--- config.mk ---
export PLATFORM = sky130hd
export DESIGN_NAME = wavelet_output_drain
export DESIGN_NICKNAME = d
export VERILOG_FILES = /design/src/rtl/wavelet_pkg.sv /design/src/rtl/wavelet_drain_fifo.sv /design/src/rtl/wavelet_output_drain.sv
export SDC_FILE = /design/constraint.sdc
export NUM_CORES = 1
export LEC_CHECK = 0
export CAP_MARGIN = 30
export CORE_UTILIZATION = 61
export DETAILED_ROUTE_END_ITERATION = 6
export PLACE_DENSITY = 0.8
export SLEW_MARGIN = 20
export SYNTH_ARGS = -nofsm -noshare
export SYNTH_HDL_FRONTEND = slang
export SYNTH_SLANG_ARGS = --single-unit
--- constraint.sdc ---
create_clock -name clk -period 6.8 [get_ports clk]
set_clock_uncertainty 0.2 [all_clocks]
set_input_delay 1.36 -clock clk [delete_from_list [all_inputs] [get_ports clk]]
set_output_delay 1.36 -clock clk [all_outputs]
set_load 0.1 [all_outputs]
--- src/rtl/wavelet_pkg.sv ---
// Shared definitions for the wavelet output drain.
// Purpose: default parameters, the drain FSM state type, and the decode table
//          that maps the 2-bit input-length code to an input sample count.
// Ports:   none (package).
package wavelet_pkg;

    localparam int unsigned DEF_DATA_WIDTH   = 32;
    localparam int unsigned DEF_FIFO_DEPTH   = 16;
    localparam int unsigned DEF_READ_LATENCY = 2;
    localparam int unsigned DEF_GAP_CYCLES   = 4;

    // Width of all word counts (expected total, words captured).
    localparam int unsigned CNT_WIDTH = 12;

    typedef enum logic [3:0] {
        StIdle,
        StCalc,
        StRaddr,
        StWaitAvail,
        StPulse,
        StWaitLat,
        StCapture,
        StGap,
        StFlush
    } drain_state_e;

    // Input sample count for each cfg_inputs_len code.
    function automatic logic [CNT_WIDTH-1:0] decode_inputs_len(input logic [1:0] code);
        logic [CNT_WIDTH-1:0] len;
        case (code)
            2'd0:    len = 12'd256;
            2'd1:    len = 12'd512;
            2'd2:    len = 12'd1024;
            default: len = 12'd2048;
        endcase
        return len;
    endfunction

endpackage

--- src/rtl/wavelet_drain_fifo.sv ---
// Staging FIFO between the core read sequencer and the output stream.
// Purpose: synchronous FIFO; flags come straight from registered state so a push
//          never reaches the read side in the same cycle (no empty bypass).
//          A push is accepted while full if a pop happens in the same cycle.
// Ports:
//   clk, rst         clock, asynchronous active-high reset (empties the FIFO)
//   push, push_data  write strobe and word
//   pop              read strobe (ignored while empty)
//   pop_data         head word, 0 while empty
//   full, empty      occupancy flags
module wavelet_drain_fifo #(
    parameter int unsigned WIDTH = 33,
    parameter int unsigned DEPTH = 16
) (
    input  logic             clk,
    input  logic             rst,
    input  logic             push,
    input  logic [WIDTH-1:0] push_data,
    input  logic             pop,
    output logic [WIDTH-1:0] pop_data,
    output logic             full,
    output logic             empty
);

    localparam int unsigned AW = $clog2(DEPTH);
    localparam logic [AW:0] FullCount = (AW + 1)'(DEPTH);

    logic [WIDTH-1:0] mem_q [DEPTH];
    logic [AW-1:0]    wr_ptr_q;
    logic [AW-1:0]    rd_ptr_q;
    logic [AW:0]      count_q;
    logic             do_push;
    logic             do_pop;

    assign empty   = (count_q == '0);
    assign full    = (count_q == FullCount);
    assign do_pop  = pop && !empty;
    assign do_push = push && (!full || do_pop);

    always_ff @(posedge clk or posedge rst) begin
        if (rst) begin
            wr_ptr_q <= '0;
            rd_ptr_q <= '0;
            count_q  <= '0;
        end else begin
            if (do_push) begin
                wr_ptr_q <= wr_ptr_q + AW'(1);
            end
            if (do_pop) begin
                rd_ptr_q <= rd_ptr_q + AW'(1);
            end
            case ({do_push, do_pop})
                2'b10:   count_q <= count_q + (AW + 1)'(1);
                2'b01:   count_q <= count_q - (AW + 1)'(1);
                default: count_q <= count_q;
            endcase
        end
    end

    // Storage needs no reset: the read side is masked while empty.
    always_ff @(posedge clk) begin
        if (do_push) begin
            mem_q[wr_ptr_q] <= push_data;
        end
    end

    assign pop_data = empty ? '0 : mem_q[rd_ptr_q];

endmodule

--- src/rtl/wavelet_output_drain.sv ---
// Wavelet core output drain.
// Purpose: on start, computes how many output words the wavelet core will
//          produce for the latched configuration, resets the core read pointer,
//          then reads words one at a time (strobe, fixed latency, capture,
//          idle gap) into a staging FIFO that feeds a valid/ready stream.
//          The final word carries m_last; done pulses once the FIFO drains.
// Ports:
//   clk, rst                  clock, asynchronous active-high reset
//   start                     one-cycle run request (ignored while busy)
//   cfg_filter_size           filter length minus 1
//   cfg_dec_level             decomposition levels minus 1
//   cfg_inputs_len            input count code (256 << code)
//   core_r_data_available     core has an unread word
//   core_data_out             core read data, valid READ_LATENCY cycles after strobe
//   core_r_addr_rst           one-cycle core read-pointer reset
//   core_output_reg_en_pulse  one-cycle core read strobe
//   m_valid/m_ready/m_data/m_last  output stream
//   busy                      run in progress
//   done                      one-cycle end-of-run pulse
//   words_read                words captured in the current run
module wavelet_output_drain
    import wavelet_pkg::*;
#(
    parameter int unsigned DATA_WIDTH   = DEF_DATA_WIDTH,
    parameter int unsigned FIFO_DEPTH   = DEF_FIFO_DEPTH,
    parameter int unsigned READ_LATENCY = DEF_READ_LATENCY,
    parameter int unsigned GAP_CYCLES   = DEF_GAP_CYCLES
) (
    input  logic                  clk,
    input  logic                  rst,
    input  logic                  start,
    input  logic [4:0]            cfg_filter_size,
    input  logic [1:0]            cfg_dec_level,
    input  logic [1:0]            cfg_inputs_len,
    input  logic                  core_r_data_available,
    input  logic [DATA_WIDTH-1:0] core_data_out,
    output logic                  core_r_addr_rst,
    output logic                  core_output_reg_en_pulse,
    output logic                  m_valid,
    input  logic                  m_ready,
    output logic [DATA_WIDTH-1:0] m_data,
    output logic                  m_last,
    output logic                  busy,
    output logic                  done,
    output logic [11:0]           words_read
);

    localparam int unsigned LatW    = (READ_LATENCY > 1) ? $clog2(READ_LATENCY) : 1;
    localparam int unsigned LatLast = (READ_LATENCY > 1) ? READ_LATENCY - 2 : 0;
    localparam int unsigned GapW    = (GAP_CYCLES > 1) ? $clog2(GAP_CYCLES) : 1;
    localparam int unsigned GapLast = (GAP_CYCLES > 0) ? GAP_CYCLES - 1 : 0;

    drain_state_e state_q, state_d;

    logic [4:0]           cfg_filter_q;
    logic [1:0]           cfg_dec_q;
    logic [1:0]           cfg_len_q;
    logic [CNT_WIDTH-1:0] level_len_q;
    logic [CNT_WIDTH-1:0] acc_q;
    logic [CNT_WIDTH-1:0] total_q;
    logic [CNT_WIDTH-1:0] words_read_q;
    logic [1:0]           lvl_cnt_q;
    logic [LatW-1:0]      lat_cnt_q;
    logic [GapW-1:0]      gap_cnt_q;

    logic [CNT_WIDTH-1:0] prev_len;
    logic [CNT_WIDTH-1:0] next_len;
    logic                 calc_last;
    logic                 capture_last;

    logic                  fifo_push;
    logic                  fifo_full;
    logic                  fifo_empty;
    logic [DATA_WIDTH:0]   fifo_wdata;
    logic [DATA_WIDTH:0]   fifo_rdata;

    // One decomposition level per CALC cycle: L(k) = floor((L(k-1) + F - 1) / 2),
    // and F - 1 is exactly cfg_filter_size.
    assign prev_len     = (lvl_cnt_q == 2'd0) ? decode_inputs_len(cfg_len_q) : level_len_q;
    assign next_len     = (prev_len + CNT_WIDTH'(cfg_filter_q)) >> 1;
    assign calc_last    = (lvl_cnt_q == cfg_dec_q);
    assign capture_last = ((words_read_q + 12'd1) == total_q);

    // State register
    always_ff @(posedge clk or posedge rst) begin
        if (rst) begin
            state_q <= StIdle;
        end else begin
            state_q <= state_d;
        end
    end

    // Next-state logic
    always_comb begin
        state_d = state_q;
        unique case (state_q)
            StIdle:      if (start) state_d = StCalc;
            StCalc:      if (calc_last) state_d = StRaddr;
            StRaddr:     state_d = StWaitAvail;
            StWaitAvail: if (core_r_data_available && !fifo_full) state_d = StPulse;
            StPulse:     state_d = (READ_LATENCY > 1) ? StWaitLat : StCapture;
            StWaitLat:   if (lat_cnt_q == LatW'(LatLast)) state_d = StCapture;
            StCapture:   state_d = capture_last ? StFlush : StGap;
            StGap:       if (gap_cnt_q == GapW'(GapLast)) state_d = StWaitAvail;
            StFlush:     if (fifo_empty) state_d = StIdle;
            default:     state_d = StIdle;
        endcase
    end

    // Outputs
    always_comb begin
        core_r_addr_rst          = (state_q == StRaddr);
        core_output_reg_en_pulse = (state_q == StPulse);
        done                     = (state_q == StFlush) && fifo_empty;
        busy                     = (state_q != StIdle) && !done;
    end

    // Datapath: config latch, length calculation, counters
    always_ff @(posedge clk or posedge rst) begin
        if (rst) begin
            cfg_filter_q <= '0;
            cfg_dec_q    <= '0;
            cfg_len_q    <= '0;
            level_len_q  <= '0;
            acc_q        <= '0;
            total_q      <= '0;
            words_read_q <= '0;
            lvl_cnt_q    <= '0;
            lat_cnt_q    <= '0;
            gap_cnt_q    <= '0;
        end else begin
            case (state_q)
                StIdle: begin
                    if (start) begin
                        cfg_filter_q <= cfg_filter_size;
                        cfg_dec_q    <= cfg_dec_level;
                        cfg_len_q    <= cfg_inputs_len;
                        words_read_q <= '0;
                        acc_q        <= '0;
                        total_q      <= '0;
                        lvl_cnt_q    <= '0;
                    end
                end
                StCalc: begin
                    level_len_q <= next_len;
                    acc_q       <= acc_q + next_len;
                    lvl_cnt_q   <= lvl_cnt_q + 2'd1;
                    // The deepest level is counted twice (detail + approximation).
                    if (calc_last) begin
                        total_q <= acc_q + next_len + next_len;
                    end
                end
                StPulse:   lat_cnt_q <= '0;
                StWaitLat: lat_cnt_q <= lat_cnt_q + LatW'(1);
                StCapture: begin
                    words_read_q <= words_read_q + 12'd1;
                    gap_cnt_q    <= '0;
                end
                StGap:     gap_cnt_q <= gap_cnt_q + GapW'(1);
                default: ;
            endcase
        end
    end

    assign words_read = words_read_q;

    // The FIFO write itself is the capture register for core_data_out.
    assign fifo_push  = (state_q == StCapture);
    assign fifo_wdata = {capture_last, core_data_out};

    wavelet_drain_fifo #(
        .WIDTH (DATA_WIDTH + 1),
        .DEPTH (FIFO_DEPTH)
    ) u_fifo (
        .clk       (clk),
        .rst       (rst),
        .push      (fifo_push),
        .push_data (fifo_wdata),
        .pop       (m_ready),
        .pop_data  (fifo_rdata),
        .full      (fifo_full),
        .empty     (fifo_empty)
    );

    assign m_valid          = !fifo_empty;
    assign {m_last, m_data} = fifo_rdata;

endmodule

; ---- Word level (Yosys, flattened, before mapping)
; Memory sizes are Yosys's and may differ from the RTL's.
; Cells that the tools add are included.
[classes]
n_mux = 23
n_eq_ne = 22
addsub = 11
n_reduce_logical = 24
[ops]
columns = operator, n
row1 = case mux 12 bit (2 select lines), 3
row2 = 2-to-1 mux 12 bit, 3
row3 = case mux 12 bit (3 select lines), 1
row4 = case mux 4 bit (9 select lines), 1
row5 = 2-to-1 mux 33 bit, 1
row6 = 2-to-1 mux 4 bit, 7
row7 = adder 12 x 11 -> 12 bit, 2
row8 = equality test 4 x 3 -> 1 bit (second input constant), 4
row9 = adder 12 x 1 -> 12 bit (second input constant), 1
row10 = adder 12 x 5 -> 12 bit, 1
row11 = equality test 12 bit, 1
row12 = != test 2 bit (second input constant), 6
row13 = case mux 5 bit (2 select lines), 1
row14 = nonzero test 2 bit, 5
row15 = adder 4 x 1 -> 4 bit (second input constant), 2
row16 = equality test 4 x 2 -> 1 bit (second input constant), 2
row17 = case mux 2 bit (2 select lines), 2
row18 = equality test 2 bit (second input constant), 3
row19 = AND reduction 2 bit, 3
row20 = AND reduction 6 bit, 1
row21 = adder 5 x 1 -> 5 bit (second input constant), 1
row22 = equality test 5 bit (second input constant), 1
row23 = logical AND 1 bit, 5
row24 = logical NOT 5 bit, 1
row25 = other kinds (16), 22
[word_totals]
ram_bits = 528
memories = 1
output_inout_bits = 50
register_bits = 78
[memory_table]
columns = name, words, word_bits, read_ports, rd_clocked_by_memory_dff, write_ports, line_no
row1 = u_fifo.mem_q, 16, 33, 1, 0, 1, wavelet_drain_fifo.sv:28  ; logic [WIDTH-1:0] mem_q [DEPTH];

; ---- Logic depth before layout (Yosys ltp)
[depth]
ltp_word = 8
depth_mapped = 23
ltp_nobuf = 23

; ---- Hierarchy
; A second synthesis with hierarchy kept.
[hier_totals]
hier_cells = 1454
area_unflattened_um2 = 25498.2
[by_module_without_submodules]
columns = mod, cells_per_inst, area_each_um2, seq_area_each_um2, instances
row1 = wavelet_drain_fifo, 917, 20897.5, 16180.5, 1
row2 = wavelet_output_drain, 537, 4600.7, 1626.6, 1

; ---- Least setup slack after synthesis
; OpenSTA, ideal clock, no wires.
[synth_path]
kind = register -> register
startpoint = reg lvl_cnt_q[0]
endpoint = reg total_q[11]
stages_incl_launch_ff = 23
period_less_slack_ns = 4.918
arrival_ns = 4.586
n_path_buf = 1
slack_ns = 1.882
setup_ns = 0.132
required_time_ns = 6.468
cell_sequence = dfrtp_1 -> inv_1 -> ha_1 -> clkbuf_1 -> nand3b_1 -> fa_1 -> nor2b_1 -> o21ai_0 -> a21oi_1 -> o21ai_0 -> xor2_1 -> nor2_1 -> ha_1 -> or3_1 -> o221a_2 -> nor2_1 -> xnor2_1 -> ha_1 -> a21o_1 -> a211o_1 -> a221oi_1 -> xnor2_1 -> o21ai_1
[synth_between]
elab_chain_len = 7
[synth_rtl]
columns = element, line_no
row1 = "start, declared", wavelet_output_drain.sv:62  ; logic [1:0] lvl_cnt_q;
row2 = "start signal, assigned", wavelet_output_drain.sv:147  ; lvl_cnt_q <= lvl_cnt_q + 2'd1;
row3 = logical NOT 2 bit (*), wavelet_output_drain.sv:79  ; assign prev_len = (lvl_cnt_q == 2'd0) ? decode_inputs_len(cfg_len_q) : level_len_q;
row4 = 2-to-1 mux 12 bit (*), wavelet_output_drain.sv:79
row5 = adder 12 x 5 -> 12 bit (*), wavelet_output_drain.sv:80  ; assign next_len = (prev_len + CNT_WIDTH'(cfg_filter_q)) >> 1;
row6 = named net next_len[5], wavelet_output_drain.sv:67  ; logic [CNT_WIDTH-1:0] next_len;
row7 = adder 12 x 11 -> 12 bit, wavelet_output_drain.sv:150  ; total_q <= acc_q + next_len + next_len;
row8 = adder 12 x 11 -> 12 bit (*), wavelet_output_drain.sv:150
row9 = 2-to-1 mux 12 bit (*), wavelet_output_drain.sv:149  ; if (calc_last) begin
row10 = case mux 12 bit (2 select lines) (*), wavelet_output_drain.sv:132  ; case (state_q)
row11 = "end signal, assigned", wavelet_output_drain.sv:150
row12 = "end, declared", wavelet_output_drain.sv:60  ; logic [CNT_WIDTH-1:0] total_q;
; The timed path passes the listed nets; every way through them passes the cells marked *. The select of a mux whose other input is x is not followed.
; A chain may end at the register's enable or synchronous reset.

; ---- Final worst setup path
[layout_path]
startpoint = reg u_fifo.rd_ptr_q[0]
endpoint = out m_data[17]
[layout_between]
elab_chain_len = 2
[layout_rtl]
columns = element, line_no
row1 = "start, declared", wavelet_drain_fifo.sv:30  ; logic [AW-1:0] rd_ptr_q;
row2 = "start signal, assigned", wavelet_drain_fifo.sv:50  ; rd_ptr_q <= rd_ptr_q + AW'(1);
row3 = memory read (16 x 33 bit), --
row4 = 2-to-1 mux 33 bit, wavelet_drain_fifo.sv:67  ; assign pop_data = empty ? '0 : mem_q[rd_ptr_q];
row5 = "end, declared", wavelet_output_drain.sv:41  ; output logic [DATA_WIDTH-1:0] m_data,
; No other way between the ends.

==> flow_metrics.tcl <==
set metrics [dict create \
    outcome "finished with violations" \
    failed_checks "design-rule violations" \
    path_depth 5 \
    grt_antenna_before_repair 2 \
    syn_to_final_growth_pct 14.4 \
    numCtsBuffers 58 \
    synth_seq_area_share_pct 69.9 \
    dpl_cell_area_um2 27100 \
    vias_per_cell 6.48 \
    dp_hpwl_um 30700 \
    grt_setup_unrepaired "no" \
    path_cells "buf_4 -> mux4_2 -> mux4_2 -> and2_1 -> clkdlybuf4s50_1" \
    finalWorstSetupSlack_ps 994 \
    crit_slowest_cell "clkdlybuf4s50_1" \
    critPathCapture "m_data[17]" \
    clkTransAtPathRegs_ps 60 \
    mappedNetlistArea_um2 25500 \
    rows 74 \
    ios 96 \
    ys_ff_latch 606 \
    relSlewSlack_pct 32.7 \
    hold_viol 0 \
    drtIter0Drc 1299 \
    avgSynthCellArea_um2 18.5 \
    total_power_mw 14.5 \
    critPathKind "reg -> out" \
    power_density_nw_per_um2 497 \
    synth_warnings 0 \
    tightest_slew_ps 1010 \
    synth_flop_cell "edfxtp_1" \
    grt_max_degree 67 \
    slew_violations 0 \
    syn-num-nets 1469 \
    final_cell_area_um2 29100 \
    whs_ps 288 \
    period_minus_slack_ps 5810 \
    crit_top_cell "mux4_2" \
    rr_worst_depth 21 \
    cp-start-kind "register" \
    wl_per_cell_um 26.6 \
    cp.arrival_ps 4250 \
    routed_wl_um 55400 \
    grt_pass1_wl_um 83300 \
    preCtsSetupSlack_ps 1510 \
    layout.nets 1592 \
    dieArea_um2 42600 \
    p_sw_share_pct 39.8 \
    yosysTopAreaCell "edfxtp_1" \
    port_buffers 95 \
    ctsResizeCount 0 \
    clkPwrFrac_pct 22.8 \
    crit_buf_inv 2 \
    seq_power_share_pct 32.5 \
    cap_viol_max_count 0 \
    combPwrFrac_pct 44.7 \
    grt_usage_pct 27.1 \
    core_um2 41000 \
    leakage_nw 9.96 \
    async_flop_share_pct 12.9 \
    finalWeightedCongestion 0.798 \
    clock.fmax_mhz 172 \
    post_cts_buffers 0 \
    ys_top_cells_by_area "edfxtp_1 (62%), mux4_2 (15%), dfrtp_1 (7.7%)" \
    synth-edff-count 528 \
    instances_no_fill 2086 \
    grt_pass1_vias 13900 \
    worst_ep_required_time_ps 5240 \
    ys_types 65 \
    min_path_type "reg -> reg" \
    cp_max_fo 33 \
    overflow 0 \
    drc 20 \
    htreeDepth 2 \
    vias 13500 \
    placedCellCount 1973 \
    drive_above_1_share_pct 21.2 \
    critPathCaptureType "output pin" \
    synth.top_cell.area_share_pct 62.3 \
    synth_most_common_cell "edfxtp_1" \
    fp.dieW_um 206 \
    start_util_pct 62.1 \
    reg2reg_from "lvl_cnt_q[0]" \
    p_int_mw 8.73 \
    rrSetupSlack_ps 1460 \
    die_y_um 206 \
    cts_tree "built" \
    clk_latency_ps 620 \
    r2r-end "total_q[11]" \
    vdd_drop_max_mv 0.450 \
    cp_top_family "buffers and inverters" \
    max_stage_delay_ps 980 \
    ctsHoldBuffers 0 \
    postSynthCellCount 1380 \
    cts_root_buf "clkbuf_16" \
    switching_power_mw 5.77 \
    synth.cells.most_frequent "edfxtp_1 (528), mux4_2 (165), dfrtp_1 (78)" \
    dr.pass1.iters 7 \
    final_core_util_pct 71.1 \
    clock-sinks 606 \
    setup_viol 0 \
    finalSetupTns_ps 0 \
    fin_crit_sh_pct 85.4 \
    detail-route-antenna-nets 0 \
    cts_buffer_depth 3 \
    crit_start "u_fifo.rd_ptr_q[0]" \
]
state kept, by name (all words and copies together), names as in the netlist:
name	count
lat_cnt_q	1
cfg_dec_q	2
cfg_len_q	2
gap_cnt_q	2
u_fifo.count_q	5
level_len_q	11
total_q	12
lvl_cnt_q	2
words_read	12
u_fifo.rd_ptr_q	4
cfg_filter_q	5
acc_q	12
state_q	4
u_fifo.mem_q	528
u_fifo.wr_ptr_q	4
worst register-to-register path, stage by stage (launching register included):
cell	delay, ps
dfrtp_1	400
inv_1	80
ha_1	370
nand3b_1	250
fa_1	430
nor2b_1	130
o21ai_0	110
a21oi_1	270
o21ai_0	140
xor2_1	190
nor2_1	90
ha_1	260
or3_1	360
o221a_2	290
nor2_1	110
xnor2_1	150
ha_1	310
a21o_1	220
a211o_1	300
a221oi_1	290
xnor2_1	170
o21ai_1	70
placed cells by master, fill, tap and decap left out, drive strengths merged, types with 13 or more instances in the layout:
cell	instances
clkdlybuf4s50	95
nor2	36
o21ai	60
clkinv	34
inv	32
and2	44
buf	35
nand3	42
xor2	27
mux2	14
ha	39
dfrtp	78
edfxtp	528
and3	13
mux4	165
clkbuf	66
nand2	51
a21o	13
xnor2	27
a21oi	24
area by class of cell:
class                      instances  area, um^2
sequential                       606       17800
fill                            2404       11900
multi-input combinational        674        7260
clock buffer                      66        1480
timing repair buffer             130        1310
tap                              532         666
clock inverter                    44         480
inverter                          33         125
antenna                            1        2.50
layer usage:
layer  vias up  track usage [%]  part of all wire [%]
met2       747             43.4                    49
met3       125             5.68                   8.7
li1       5775                -                     -
met5         -                0                 0.023
met4         2             10.9                   3.3
met1      6876             36.9                    39
worst min-delay path by stage:
stage                    from              to  slack, ps  cells past startpoint
2_1_floorplan       lat_cnt_q       lat_cnt_q        250                      1
3_3_place_gp        lat_cnt_q       lat_cnt_q        270                      1
3_5_place_dp        lat_cnt_q       lat_cnt_q        270                      1
4_1_cts             lat_cnt_q       lat_cnt_q        290                      1
5_1_grt        level_len_q[3]  level_len_q[3]        320                      1
6_report            lat_cnt_q       lat_cnt_q        290                      1
kinds of logic (layout without fill, tap and decap cells):
group / Yosys count / after routing / synth area share, %
DFF: 606 / 606 / 69.9
adders and majority gates: 43 / 43 / 2.23
other: 0 / 1 / 0
and+or+nand+nor: 245 / 245 / 5.11
AOI/OAI and AO/OA: 152 / 152 / 3.82
muxes: 180 / 180 / 15.2
xor gates and xnor gates: 54 / 54 / 1.86
buffers and inverters: 100 / 273 / 1.81
power by group through the flow:
stage	combinational (mW)	sequential (mW)	clock, mW
finish	6.48	4.70	3.31
global route	6.94	4.74	3.47
CTS	6.40	4.78	3.35
detailed placement	6.33	4.85	0
global placement	6.22	4.83	0
floorplan	5.12	4.64	0
Power figures use the tool's default switching activity.
==> patch, RTL diff (same flow settings) <==
Reset style: synchronous (`rst`), changed in 3 clocked blocks. Comments in the files are not updated.
--- a/src/rtl/wavelet_drain_fifo.sv
+++ b/src/rtl/wavelet_drain_fifo.sv
@@ -37,7 +37,7 @@
     assign do_pop  = pop && !empty;
     assign do_push = push && (!full || do_pop);
 
-    always_ff @(posedge clk or posedge rst) begin
+    always_ff @(posedge clk) begin
         if (rst) begin
             wr_ptr_q <= '0;
             rd_ptr_q <= '0;
--- a/src/rtl/wavelet_output_drain.sv
+++ b/src/rtl/wavelet_output_drain.sv
@@ -82,7 +82,7 @@
     assign capture_last = ((words_read_q + 12'd1) == total_q);
 
     // State register
-    always_ff @(posedge clk or posedge rst) begin
+    always_ff @(posedge clk) begin
         if (rst) begin
             state_q <= StIdle;
         end else begin
@@ -116,7 +116,7 @@
     end
 
     // Datapath: config latch, length calculation, counters
-    always_ff @(posedge clk or posedge rst) begin
+    always_ff @(posedge clk) begin
         if (rst) begin
             cfg_filter_q <= '0;
             cfg_dec_q    <= '0;
Behaviour: differs if rst is asserted again (counterexample within 4 cycles, from zero or initial values and one cycle with rst high); with rst held inactive, the same outputs for 10 cycles.
==> patch against the original RTL <==
  * Worst hold slack worse by 30 ps
  * Utilization down 0.14 points
  * Area after synthesis is 1.0% lower
  * Via count grew 1.9%
  * Wire length increased by 2.5%
  * Setup slack better by 11 ps
  * Final area fell by 0.65%
  * Sequential cell count rose by 4
  * Cell count rose by 3.2%
  * Highest routed layer unchanged
Power is not compared: it rests on default switching activity, and its combinational part moved more than twofold at a synthesized area within 25%.
==> patch: results (changes against the original RTL) <==
[status]
status=completed  ; was finished with violations

[placement]
place_ws_ps=1218  ; was 1509 ps
routabilityCongestion=0.8580  ; was 0.7979
dp.cells=2045  ; was 1,973
hpwlAfterDp_um=30950  ; was 30,700 um
post_dp_cell_area_um2=27000  ; was 27,130 um2

[yosys]
synthTopCellsByArea=edfxtp_1, mux4_2, dfxtp_1  ; was edfxtp_1, mux4_2, dfrtp_1
postSynthNetCount=1547  ; was 1,469
async_flop_share_pct=0  ; was 12.87%
yosysSeqAreaShare_pct=69.41  ; was 69.92%
ys_types=57  ; was 65
syn_area_per_cell_um2=17.29  ; was 18.46 um2
synthTopCellsByCount=edfxtp_1, mux4_2, nand2_1  ; was edfxtp_1, mux4_2, dfrtp_1

[worst_hold_path]
hold_path_depth=2  ; was 1
hold_path_class=reg -> reg  ; unchanged
min-delay-start=level_len_q[2]  ; was lat_cnt_q
min_to=level_len_q[2]  ; was lat_cnt_q

[detailed_routing]
vias=13780  ; was 13,530
drtIter0Drc=1440  ; was 1,299
viasPerCell=6.400  ; was 6.484
firstDrtPassIters=5  ; was 7
wl_um=56790  ; was 55,390 um

[global_routing]
grt_max_degree=71  ; was 67
grt_usage_pct=28.10  ; was 27.14%
grt_pass1_wl_um=85810  ; was 83,310 um

[setup_path]
reg2reg_slack_ps=1110  ; was 1460 ps
worstRegToRegCells=24  ; was 21
arrival_ps=4240  ; was 4250 ps
reg2reg_from=lvl_cnt_q[0]  ; unchanged
cp_max_fo=41  ; was 33
r2r_end=total_q[11]  ; unchanged

[finish]
regMostFlops=u_fifo.mem_q  ; unchanged
fin_nets=1662  ; was 1,592
final_layout_size_suffix_gt1_share_pct=19.69  ; was 21.18%

[power]
peakVddDrop_v=0.0002404
p_leak_nw=9.262

[die]
initial_core_util_pct=61.73  ; was 62.09%

[timing]
slew_headroom_pct=32.78  ; was 32.70%

[clock_network]
cts_inserted_buffers=57  ; was 58
cts_max_path_buffers=3  ; unchanged

[run]
maxCapViolCount=0  ; unchanged

-- patch: worst max-delay path, cell delays in order, from the launching register on --
cell and delay, ps:
dfxtp_4 920, buf_4 400, mux4_2 560, mux4_2 510
and2_1 220, clkdlybuf4s50_1 990
-- patch: power by group --
part	switching, mW	internal, mW
Combinational	0.225	0.118
Sequential	0.0209	4.08
Clock	1.39	1.89
Total	1.64	6.09
-- patch: routing by layer --
metal	share of wire (%)	wire (um)	track usage, %	vias up
li1	-	-	-	5963
met5	0.023	13	0	-
met2	51	28900	46.71	653
met4	2.5	1403	9.947	2
met3	8.0	4533	5.448	105
met1	39	21930	37.41	7056
-- patch: layout make-up --
class,count,area (um2)
antenna,1,2.502
clock buffer,68,1509
clock inverter,38,434.2
fill,2415,11870
inverter,26,97.59
multi-input combinational,747,7380
sequential,610,17510
tap,532,665.6
timing repair buffer,131,1363
-- patch: how the worst max path moves through the flow --
stage / startpoint / to / slack [ps]
4_1_cts: flip-flop / m_last / 920
6_report: flip-flop / m_last / 1000
3_3_place_gp: lvl_cnt_q[0] / total_q[11] / 1350
5_1_grt: lvl_cnt_q[0] / total_q[11] / 680
2_1_floorplan: lvl_cnt_q[0] / total_q[11] / 1640
3_5_place_dp: lvl_cnt_q[0] / total_q[11] / 1220
-- patch: per-stage QoR --
step	util, %	hold slack [ps]	power [mW]
floorplan	-	227.3	4.394
global placement	65.82	243.4	4.502
detailed placement	66.14	250.8	4.517
CTS	70.90	259.6	7.768
global route	70.91	279.0	7.940
finish	70.92	258.0	7.726
-- patch: logic make-up after synthesis --
kind of cell / after synthesis / synth area share [%]
compound gates: 154 / 3.619
xor+xnor: 56 / 1.946
fa+ha+maj: 43 / 2.254
buf+inv: 101 / 1.559
flops: 610 / 69.41
mux: 168 / 14.87
simple gates: 326 / 6.344
